<file path="src/rtl/pipeline_hazard_ctrl_if.sv">
// Hazard-control bus between the pipeline datapath and the hazard controller.
// The datapath (master) drives hazard observations; the controller (slave) returns enables.
interface pipeline_hazard_ctrl_if #(
    parameter int CNT_W = 16
);
    logic [4:0]       if_id_rs1;
    logic [4:0]       if_id_rs2;
    logic             id_uses_rs1;
    logic             id_uses_rs2;
    logic [4:0]       id_ex_rd;
    logic             id_ex_mem_read;
    logic             ex_branch_taken;
    logic             halt_req;
    logic             resume;
    logic             pc_write;
    logic             if_id_write;
    logic             if_id_flush;
    logic             id_ex_bubble;
    logic             pc_sel;
    logic             halted;
    logic [1:0]       state;
    logic [CNT_W-1:0] stall_cnt;
    logic [CNT_W-1:0] flush_cnt;

    modport master (
        output if_id_rs1, if_id_rs2, id_uses_rs1, id_uses_rs2, id_ex_rd,
               id_ex_mem_read, ex_branch_taken, halt_req, resume,
        input  pc_write, if_id_write, if_id_flush, id_ex_bubble, pc_sel,
               halted, state, stall_cnt, flush_cnt
    );

    modport slave (
        input  if_id_rs1, if_id_rs2, id_uses_rs1, id_uses_rs2, id_ex_rd,
               id_ex_mem_read, ex_branch_taken, halt_req, resume,
        output pc_write, if_id_write, if_id_flush, id_ex_bubble, pc_sel,
               halted, state, stall_cnt, flush_cnt
    );
endinterface

</file>
<file path="src/rtl/pipeline_hazard_ctrl.sv">
// Stall/flush/halt sequencer for the 5-stage pipeline, with saturating
// load-use stall and taken-branch flush counters for performance debug.
module pipeline_hazard_ctrl #(
    parameter int PIPE_DEPTH = 5,
    parameter int CNT_W      = 16
) (
    input  logic                  clk,
    input  logic                  rst_n,
    pipeline_hazard_ctrl_if.slave hz
);
    typedef enum logic [1:0] {
        RUN    = 2'd0,
        DRAIN  = 2'd1,
        HALTED = 2'd2
    } state_t;

    localparam int DRAIN_W = (PIPE_DEPTH > 2) ? $clog2(PIPE_DEPTH) : 1;
    localparam logic [DRAIN_W-1:0] DRAIN_LOAD = DRAIN_W'(PIPE_DEPTH - 1);

    state_t             state_q, state_d;
    logic [DRAIN_W-1:0] drain_q, drain_d;
    logic [CNT_W-1:0]   stall_q, flush_q;
    logic               lu, stall_inc, flush_inc;

    assign lu = hz.id_ex_mem_read && (hz.id_ex_rd != 5'd0) &&
                ((hz.id_uses_rs1 && (hz.if_id_rs1 == hz.id_ex_rd)) ||
                 (hz.id_uses_rs2 && (hz.if_id_rs2 == hz.id_ex_rd)));

    // A taken branch outranks the load-use stall; in DRAIN a branch already in EX is still honored.
    assign stall_inc = (state_q == RUN) && !hz.ex_branch_taken && lu;
    assign flush_inc = ((state_q == RUN) || (state_q == DRAIN)) && hz.ex_branch_taken;

    always_ff @(posedge clk or negedge rst_n) begin
        if (!rst_n) begin
            state_q <= RUN;
            drain_q <= '0;
        end else begin
            state_q <= state_d;
            drain_q <= drain_d;
        end
    end

    always_comb begin
        state_d = state_q;
        drain_d = drain_q;
        case (state_q)
            RUN: begin
                if (!hz.ex_branch_taken && hz.halt_req) begin
                    state_d = DRAIN;
                    drain_d = DRAIN_LOAD;
                end
            end
            DRAIN: begin
                drain_d = drain_q - DRAIN_W'(1);
                if (drain_q == DRAIN_W'(1)) begin
                    state_d = HALTED;
                end
            end
            HALTED: begin
                if (hz.resume) begin
                    state_d = RUN;
                end
            end
            default: begin
                state_d = RUN;
                drain_d = '0;
            end
        endcase
    end

    always_comb begin
        hz.pc_write     = 1'b1;
        hz.if_id_write  = 1'b1;
        hz.if_id_flush  = 1'b0;
        hz.id_ex_bubble = 1'b0;
        hz.pc_sel       = 1'b0;
        hz.halted       = 1'b0;
        case (state_q)
            RUN: begin
                if (hz.ex_branch_taken) begin
                    hz.pc_sel       = 1'b1;
                    hz.if_id_flush  = 1'b1;
                    hz.id_ex_bubble = 1'b1;
                end else if (lu) begin
                    hz.pc_write     = 1'b0;
                    hz.if_id_write  = 1'b0;
                    hz.id_ex_bubble = 1'b1;
                end
            end
            DRAIN: begin
                hz.pc_write     = hz.ex_branch_taken;
                hz.if_id_write  = 1'b0;
                hz.if_id_flush  = hz.ex_branch_taken;
                hz.id_ex_bubble = 1'b1;
                hz.pc_sel       = hz.ex_branch_taken;
            end
            HALTED: begin
                hz.pc_write     = 1'b0;
                hz.if_id_write  = 1'b0;
                hz.id_ex_bubble = 1'b1;
                hz.halted       = 1'b1;
            end
            default: begin
                hz.pc_write     = 1'b0;
                hz.if_id_write  = 1'b0;
                hz.id_ex_bubble = 1'b1;
            end
        endcase
    end

    // Counters stick at all-ones so a long run never reads back as a small count.
    always_ff @(posedge clk or negedge rst_n) begin
        if (!rst_n) begin
            stall_q <= '0;
            flush_q <= '0;
        end else begin
            if (stall_inc && (stall_q != '1)) begin
                stall_q <= stall_q + CNT_W'(1);
            end
            if (flush_inc && (flush_q != '1)) begin
                flush_q <= flush_q + CNT_W'(1);
            end
        end
    end

    assign hz.state     = state_q;
    assign hz.stall_cnt = stall_q;
    assign hz.flush_cnt = flush_q;
endmodule
</file>
<file path="src/flat_wrapper.sv">
// flat-port wrapper written by rule: the top's interface ports become plain ports
module pipeline_hazard_ctrl_flat 
#(
    parameter int PIPE_DEPTH = 5,
    parameter int CNT_W      = 16
)
  (clk, rst_n, hz_if_id_rs1, hz_if_id_rs2, hz_id_uses_rs1, hz_id_uses_rs2, hz_id_ex_rd, hz_id_ex_mem_read, hz_ex_branch_taken, hz_halt_req, hz_resume, hz_pc_write, hz_if_id_write, hz_if_id_flush, hz_id_ex_bubble, hz_pc_sel, hz_halted, hz_state, hz_stall_cnt, hz_flush_cnt);
  pipeline_hazard_ctrl_if #(.CNT_W(CNT_W)) hz_i ();
  input  logic clk;
  input  logic rst_n;
  input wire logic [$bits(hz_i.if_id_rs1)-1:0] hz_if_id_rs1;
  input wire logic [$bits(hz_i.if_id_rs2)-1:0] hz_if_id_rs2;
  input wire logic [$bits(hz_i.id_uses_rs1)-1:0] hz_id_uses_rs1;
  input wire logic [$bits(hz_i.id_uses_rs2)-1:0] hz_id_uses_rs2;
  input wire logic [$bits(hz_i.id_ex_rd)-1:0] hz_id_ex_rd;
  input wire logic [$bits(hz_i.id_ex_mem_read)-1:0] hz_id_ex_mem_read;
  input wire logic [$bits(hz_i.ex_branch_taken)-1:0] hz_ex_branch_taken;
  input wire logic [$bits(hz_i.halt_req)-1:0] hz_halt_req;
  input wire logic [$bits(hz_i.resume)-1:0] hz_resume;
  output wire logic [$bits(hz_i.pc_write)-1:0] hz_pc_write;
  output wire logic [$bits(hz_i.if_id_write)-1:0] hz_if_id_write;
  output wire logic [$bits(hz_i.if_id_flush)-1:0] hz_if_id_flush;
  output wire logic [$bits(hz_i.id_ex_bubble)-1:0] hz_id_ex_bubble;
  output wire logic [$bits(hz_i.pc_sel)-1:0] hz_pc_sel;
  output wire logic [$bits(hz_i.halted)-1:0] hz_halted;
  output wire logic [$bits(hz_i.state)-1:0] hz_state;
  output wire logic [$bits(hz_i.stall_cnt)-1:0] hz_stall_cnt;
  output wire logic [$bits(hz_i.flush_cnt)-1:0] hz_flush_cnt;
  assign hz_i.if_id_rs1 = hz_if_id_rs1;
  assign hz_i.if_id_rs2 = hz_if_id_rs2;
  assign hz_i.id_uses_rs1 = hz_id_uses_rs1;
  assign hz_i.id_uses_rs2 = hz_id_uses_rs2;
  assign hz_i.id_ex_rd = hz_id_ex_rd;
  assign hz_i.id_ex_mem_read = hz_id_ex_mem_read;
  assign hz_i.ex_branch_taken = hz_ex_branch_taken;
  assign hz_i.halt_req = hz_halt_req;
  assign hz_i.resume = hz_resume;
  assign hz_pc_write = hz_i.pc_write;
  assign hz_if_id_write = hz_i.if_id_write;
  assign hz_if_id_flush = hz_i.if_id_flush;
  assign hz_id_ex_bubble = hz_i.id_ex_bubble;
  assign hz_pc_sel = hz_i.pc_sel;
  assign hz_halted = hz_i.halted;
  assign hz_state = hz_i.state;
  assign hz_stall_cnt = hz_i.stall_cnt;
  assign hz_flush_cnt = hz_i.flush_cnt;
  pipeline_hazard_ctrl #(.PIPE_DEPTH(PIPE_DEPTH), .CNT_W(CNT_W)) u_core (.clk(clk), .rst_n(rst_n), .hz(hz_i));
endmodule
</file>
<file path="config.mk">
export PLATFORM = sky130hd
export DESIGN_NAME = pipeline_hazard_ctrl_flat
export DESIGN_NICKNAME = d
export VERILOG_FILES = /design/src/rtl/pipeline_hazard_ctrl_if.sv /design/src/rtl/pipeline_hazard_ctrl.sv /design/src/flat_wrapper.sv
export SDC_FILE = /design/constraint.sdc
export NUM_CORES = 1
export LEC_CHECK = 0
export BUFFER_PORTS_ARGS = -buffer_cell sky130_fd_sc_hd__buf_2
export CORE_UTILIZATION = 35
export CTS_CLUSTER_SIZE = 16
export DETAILED_ROUTE_END_ITERATION = 10
export RECOVER_POWER = 25
export SLEW_MARGIN = 20
export SYNTH_ARGS = -nofsm -noshare
export SYNTH_HDL_FRONTEND = slang
export SYNTH_SLANG_ARGS = --single-unit
</file>
<file path="constraint.sdc">
create_clock -name clk -period 2.15 [get_ports clk]
set_clock_uncertainty 0.1 [all_clocks]
set_input_delay 0.5375 -clock clk [delete_from_list [all_inputs] [get_ports clk]]
set_output_delay 0.5375 -clock clk [all_outputs]
set_load 0.05 [all_outputs]
</file>
Word level (Yosys, flattened, before mapping)
Index checks and enable logic that the tools add are counted.
{ "word_totals": {"regBits": 37, "out_inout_bits": 40, "wordCells": 51} }
{ "op_classes": {"n_addsub": 3, "n_eq_ne": 10, "n_mux": 16, "bitwise_logic": 1, "n_reduce_logical": 17} }
{ "ops": {"columns": ["cell", "n"], "rows": [
  ["$add 16x1->16 const B", 2],
  ["$ne 16x16->1 const B", 2],
  ["$eq 5x5->1", 2],
  ["$logic_and 1x1->1", 10],
  ["$pmux 3 s3", 1],
  ["$mux 1", 8],
  ["$mux 2", 3],
  ["$ne 2x2->1 const B", 3],
  ["$pmux 2 s3", 1],
  ["$reduce_bool 5->1", 1],
  ["$pmux 1 s2", 2],
  ["$eq 3x1->1 const B", 1],
  ["$mux 3", 1],
  ["$reduce_and 3->1", 1],
  ["$sub 3x1->3 const B", 1],
  ["$eq 2x1->1 const B", 1],
  ["$eq 2x2->1 const B", 1],
  ["$logic_not 2->1", 1],
  ["$logic_or 1x1->1", 2],
  ["$reduce_and 2->1", 1],
  ["$logic_not 1->1", 1],
  ["$not 1->1", 1]
]} }

Logic depth before layout (Yosys ltp)
{ "logic_depth": {"word_depth": 7, "ltp_mapped": 7} }

Worst setup path after synthesis
OpenSTA, ideal clock, no wires.
{ "synth_timing": {"path_type": "input to output", "start": "input hz_id_ex_rd[3]", "end": "output hz_id_ex_bubble", "t_arrival_ns": 1.892, "required_time_ns": 1.512, "path_slack_ns": -0.380, "path_stages": 5, "path_buffers": 0, "cell_sequence": "xor2_1 -> nor4_2 -> a32oi_2 -> or2_2 -> nand3_1"} }
{ "synth_between": {"elab_chain_len": 7} }
{ "synth_rtl": {"columns": ["element", "line", "source"], "rows": [
  ["start: declaration", "flat_wrapper.sv:15", "input wire logic [$bits(hz_i.id_ex_rd)-1:0] hz_id_ex_rd;"],
  ["$eq 5x5->1, on equally long branches", "pipeline_hazard_ctrl.sv:26, pipeline_hazard_ctrl.sv:27", null],
  ["$logic_and 1x1->1, on equally long branches", "pipeline_hazard_ctrl.sv:26, pipeline_hazard_ctrl.sv:27", null],
  ["$logic_or 1x1->1", "pipeline_hazard_ctrl.sv:26", "((hz.id_uses_rs1 && (hz.if_id_rs1 == hz.id_ex_rd)) ||"],
  ["$logic_and 1x1->1 *", "pipeline_hazard_ctrl.sv:25", "assign lu = hz.id_ex_mem_read && (hz.id_ex_rd != 5'd0) &&"],
  ["$mux 1 *", "pipeline_hazard_ctrl.sv:84", "end else if (lu) begin"],
  ["$mux 1 *", "pipeline_hazard_ctrl.sv:80", "if (hz.ex_branch_taken) begin"],
  ["$mux 1 *", "pipeline_hazard_ctrl.sv:78", "case (state_q)"],
  ["end: declaration", "flat_wrapper.sv:23", "output wire logic [$bits(hz_i.id_ex_bubble)-1:0] hz_id_ex_bubble;"]
]} }
Every way passes the cells marked *; elsewhere a longest branch is shown, timed or not.

Final worst setup path
{ "layout_timing": {"start": "input hz_if_id_rs1[3]", "end": "output hz_pc_write"} }
{ "layout_between": {"elab_chain_len": 7} }
{ "layout_rtl": {"columns": ["element", "line", "source"], "rows": [
  ["start: declaration", "flat_wrapper.sv:11", "input wire logic [$bits(hz_i.if_id_rs1)-1:0] hz_if_id_rs1;"],
  ["$eq 5x5->1", "pipeline_hazard_ctrl.sv:26", null],
  ["$logic_and 1x1->1", "pipeline_hazard_ctrl.sv:26", null],
  ["$logic_or 1x1->1", "pipeline_hazard_ctrl.sv:26", null],
  ["$logic_and 1x1->1", "pipeline_hazard_ctrl.sv:25", null],
  ["$mux 1", "pipeline_hazard_ctrl.sv:84", null],
  ["$mux 1", "pipeline_hazard_ctrl.sv:80", null],
  ["$pmux 1 s2", "pipeline_hazard_ctrl.sv:78", null],
  ["end: declaration", "flat_wrapper.sv:20", "output wire logic [$bits(hz_i.pc_write)-1:0] hz_pc_write;"]
]} }
Every way passes these cells.

==> out/qor.txt <==
slew margin rel.: 0.385
count of unique library cells instantiated by Yosys: 46
Critical Path Start Type: primary input
status: complete, but fails checks
die area: 6360 µm²
Area contributors post-synth: dfrtp_1 (44%), xor2_1 (10%), nor4_2 (5.3%)
first-pass GRT wire length: 8100 µm
mapped cell area: 2120 µm²
first-iteration detailed-routing DRC count: 84
row cnt: 27
cell taking the most area after synthesis: dfrtp_1
Pwr per Cell Area: 1000 nW/µm²
vias per inst: 4.92
Final period util: 1.17
largest net degree at the start of global routing: 38
Yosys reg bits: 37
H-Tree Depth: 2
f_max: 0.399 GHz
top post-synthesis cells by count: dfrtp_1 (37), xor2_1 (25), nor2_1 (16)
fill cell count: 533
Crit Path Max Fanout: 3
initial antenna violation count: 0
share of layout cells above drive strength 1: 0.460
worst hold slack: 346 ps
cts hold-fix bufs: 0
RSZ-0062 raised after global routing: true
Max Transition Viols Final: 0
layout net count: 311
worst r2r path cells: 5
failing checks: setup timing
Gate Count Post-Synth: 204
Final Worst Setup Slack: -357 ps
Leak: 1.37 nW
top-area cell type share of the netlist area: 0.438
Peak VDD IR: 1.14 mV
Net Count, Synth: 231
Post-synth ARST share: 1.00
clk_lat worst skew: 300 ps
clock buffer depth: 2
clock root buffer master: clkbuf_8
Tmin final: 2510 ps
initial core utilization: 0.373
CTS buffer count: 5
Primary FF master, synth: dfrtp_1
Yosys warnings: 0
DR vias: 1758
hold crit path type: primary input to asynchronous set/reset pin
antenna cells: 0
num ports: 63
setup violation total in the final timing report: 3
WL per Instance: 13.2 µm
Post-synth EDFFs: 0
CP Data Required Time: 1510 ps
GRT Total Usage: 0.164
global route overflow: 0
core area: 5680 µm²
number of port buffers: 62
CP Class: primary input to primary output
CP endpoint kind: primary output
WL final: 4710 µm
Layout area overhead: 37.3%
slew of the pin with the lowest slew margin: 923 ps
CTS sink count: 37
Max Cap Viol: 0
Die Ht: 79.8 µm
Clock transition at path regs: 80 ps
DRC: 0
DRT Pass-1 Iters: 4
Final ANT Viol Nets: 0
HPWL Detailed: 3470 µm
Syn Area/Cell: 10.4 µm²
Horiz. Die Dim: 79.8 µm
final count of hold timing violations: 0
post-route total power: 0.00291 W
most numerous cell in the Yosys netlist: dfrtp_1
arrival time at the worst endpoint: 1870 ps
vias in the first global route: 1750
post-synthesis sequential area ratio: 0.438
GP Congestion: 0.752
CTS tree: yes
## layout by cell type, fill, tap and decap left out, drive strengths merged, types with 3 or more instances in the layout
cell    count
buf        78
dfrtp      37
nand4       9
xor2       25
clkbuf      6
nor4       14
nor2       16
xnor2      11
o21ai       3
nand2b      4
inv         9
nand3      13
or3         4
nand2      13
nor3        5
ha          4
mux2        5
## what timing repair did
item | in CTS | in global routing
pin swaps | 7 | 8
gates resized for setup | 12 | 13
setup endpoints to repair | 3 | 5
setup buffers | 1 | 1
## through the flow
step / instances / area, µm² / util / setup TNS, ps / worst slack, ps
finish: 357 / 2910 / 0.512 / -1030 / -357
global route: 357 / 2910 / 0.512 / -1150 / -393
CTS: 356 / 2850 / 0.502 / -1210 / -416
detailed placement: 347 / 2660 / 0.469 / -2690 / -457
global placement: 347 / 2660 / 0.469 / -2600 / -449
floorplan: 204 / 2180 / - / -594 / -211
## cells by family after synthesis
kind of cell | count (synthesis) | share of synthesized area
AND/OR/NAND/NOR | 92 | 0.266
flip-flops | 37 | 0.438
XOR/XNOR | 36 | 0.149
AO/OA/AOI/OAI | 15 | 0.0544
buffers and inverters | 14 | 0.0361
multiplexers | 6 | 0.0331
adder cells (fa/ha/maj) | 4 | 0.0237
## power breakdown
group,total (W),switching [W],internal [W]
clock,0.000743,0.000276,0.000467
combinational,0.00125,0.000796,0.000451
sequential,0.000923,0.000107,0.000815
total,0.00291,0.00118,0.00173
## critical path, cell delays in order
cell and delay (ps):
buf_6 100, xor2_2 160, nor4_2 290, a32oi_2 150
or2_4 280, a21o_4 210, buf_8 140
## worst paths after layout
| path | endpoint | start | slack, ps |
|---|---|---|---|
| setup / recovery | hz_pc_write | hz_if_id_rs1[3] | -360 |
| min in group clk | u_core.hz.state[1] | hz_resume | 390 |
| hold / removal | u_core.hz.stall_cnt[4] | rst_n | 350 |
| hold reg to reg | u_core.hz.stall_cnt[15] | u_core.hz.stall_cnt[15] | 390 |
| max in group asynchronous | u_core.hz.stall_cnt[0] | rst_n | 970 |
| setup reg to reg | u_core.hz.stall_cnt[1] | u_core.hz.stall_cnt[12] | 180 |
## registers in the layout, summed over array words and instances, names as in the netlist
register / flops
u_core.hz.state: 2
u_core.hz.stall_cnt: 16
u_core.hz.flush_cnt: 16
u_core.drain_q: 3
## routing by layer
metal / track usage / vias to the layer above / wire, µm
li1: - / 877 / -
met1: 0.227 / 846 / 2290
met2: 0.253 / 27 / 2210
met3: 0.0251 / 8 / 109
met4: 0.0750 / 0 / 97
met5: 0 / - / 0
## final cells by class
class / count / area, µm² / area share
inverter: 8 / 30.0 / 0.0103
clock buffer: 5 / 68.8 / 0.0237
timing repair buffer: 79 / 500 / 0.172
tap: 72 / 90.1 / 0.0310
clock inverter: 3 / 68.8 / 0.0237
multi-input combinational: 153 / 1210 / 0.416
sequential: 37 / 938 / 0.323
Note: power is estimated with default switching activity, not from simulation.
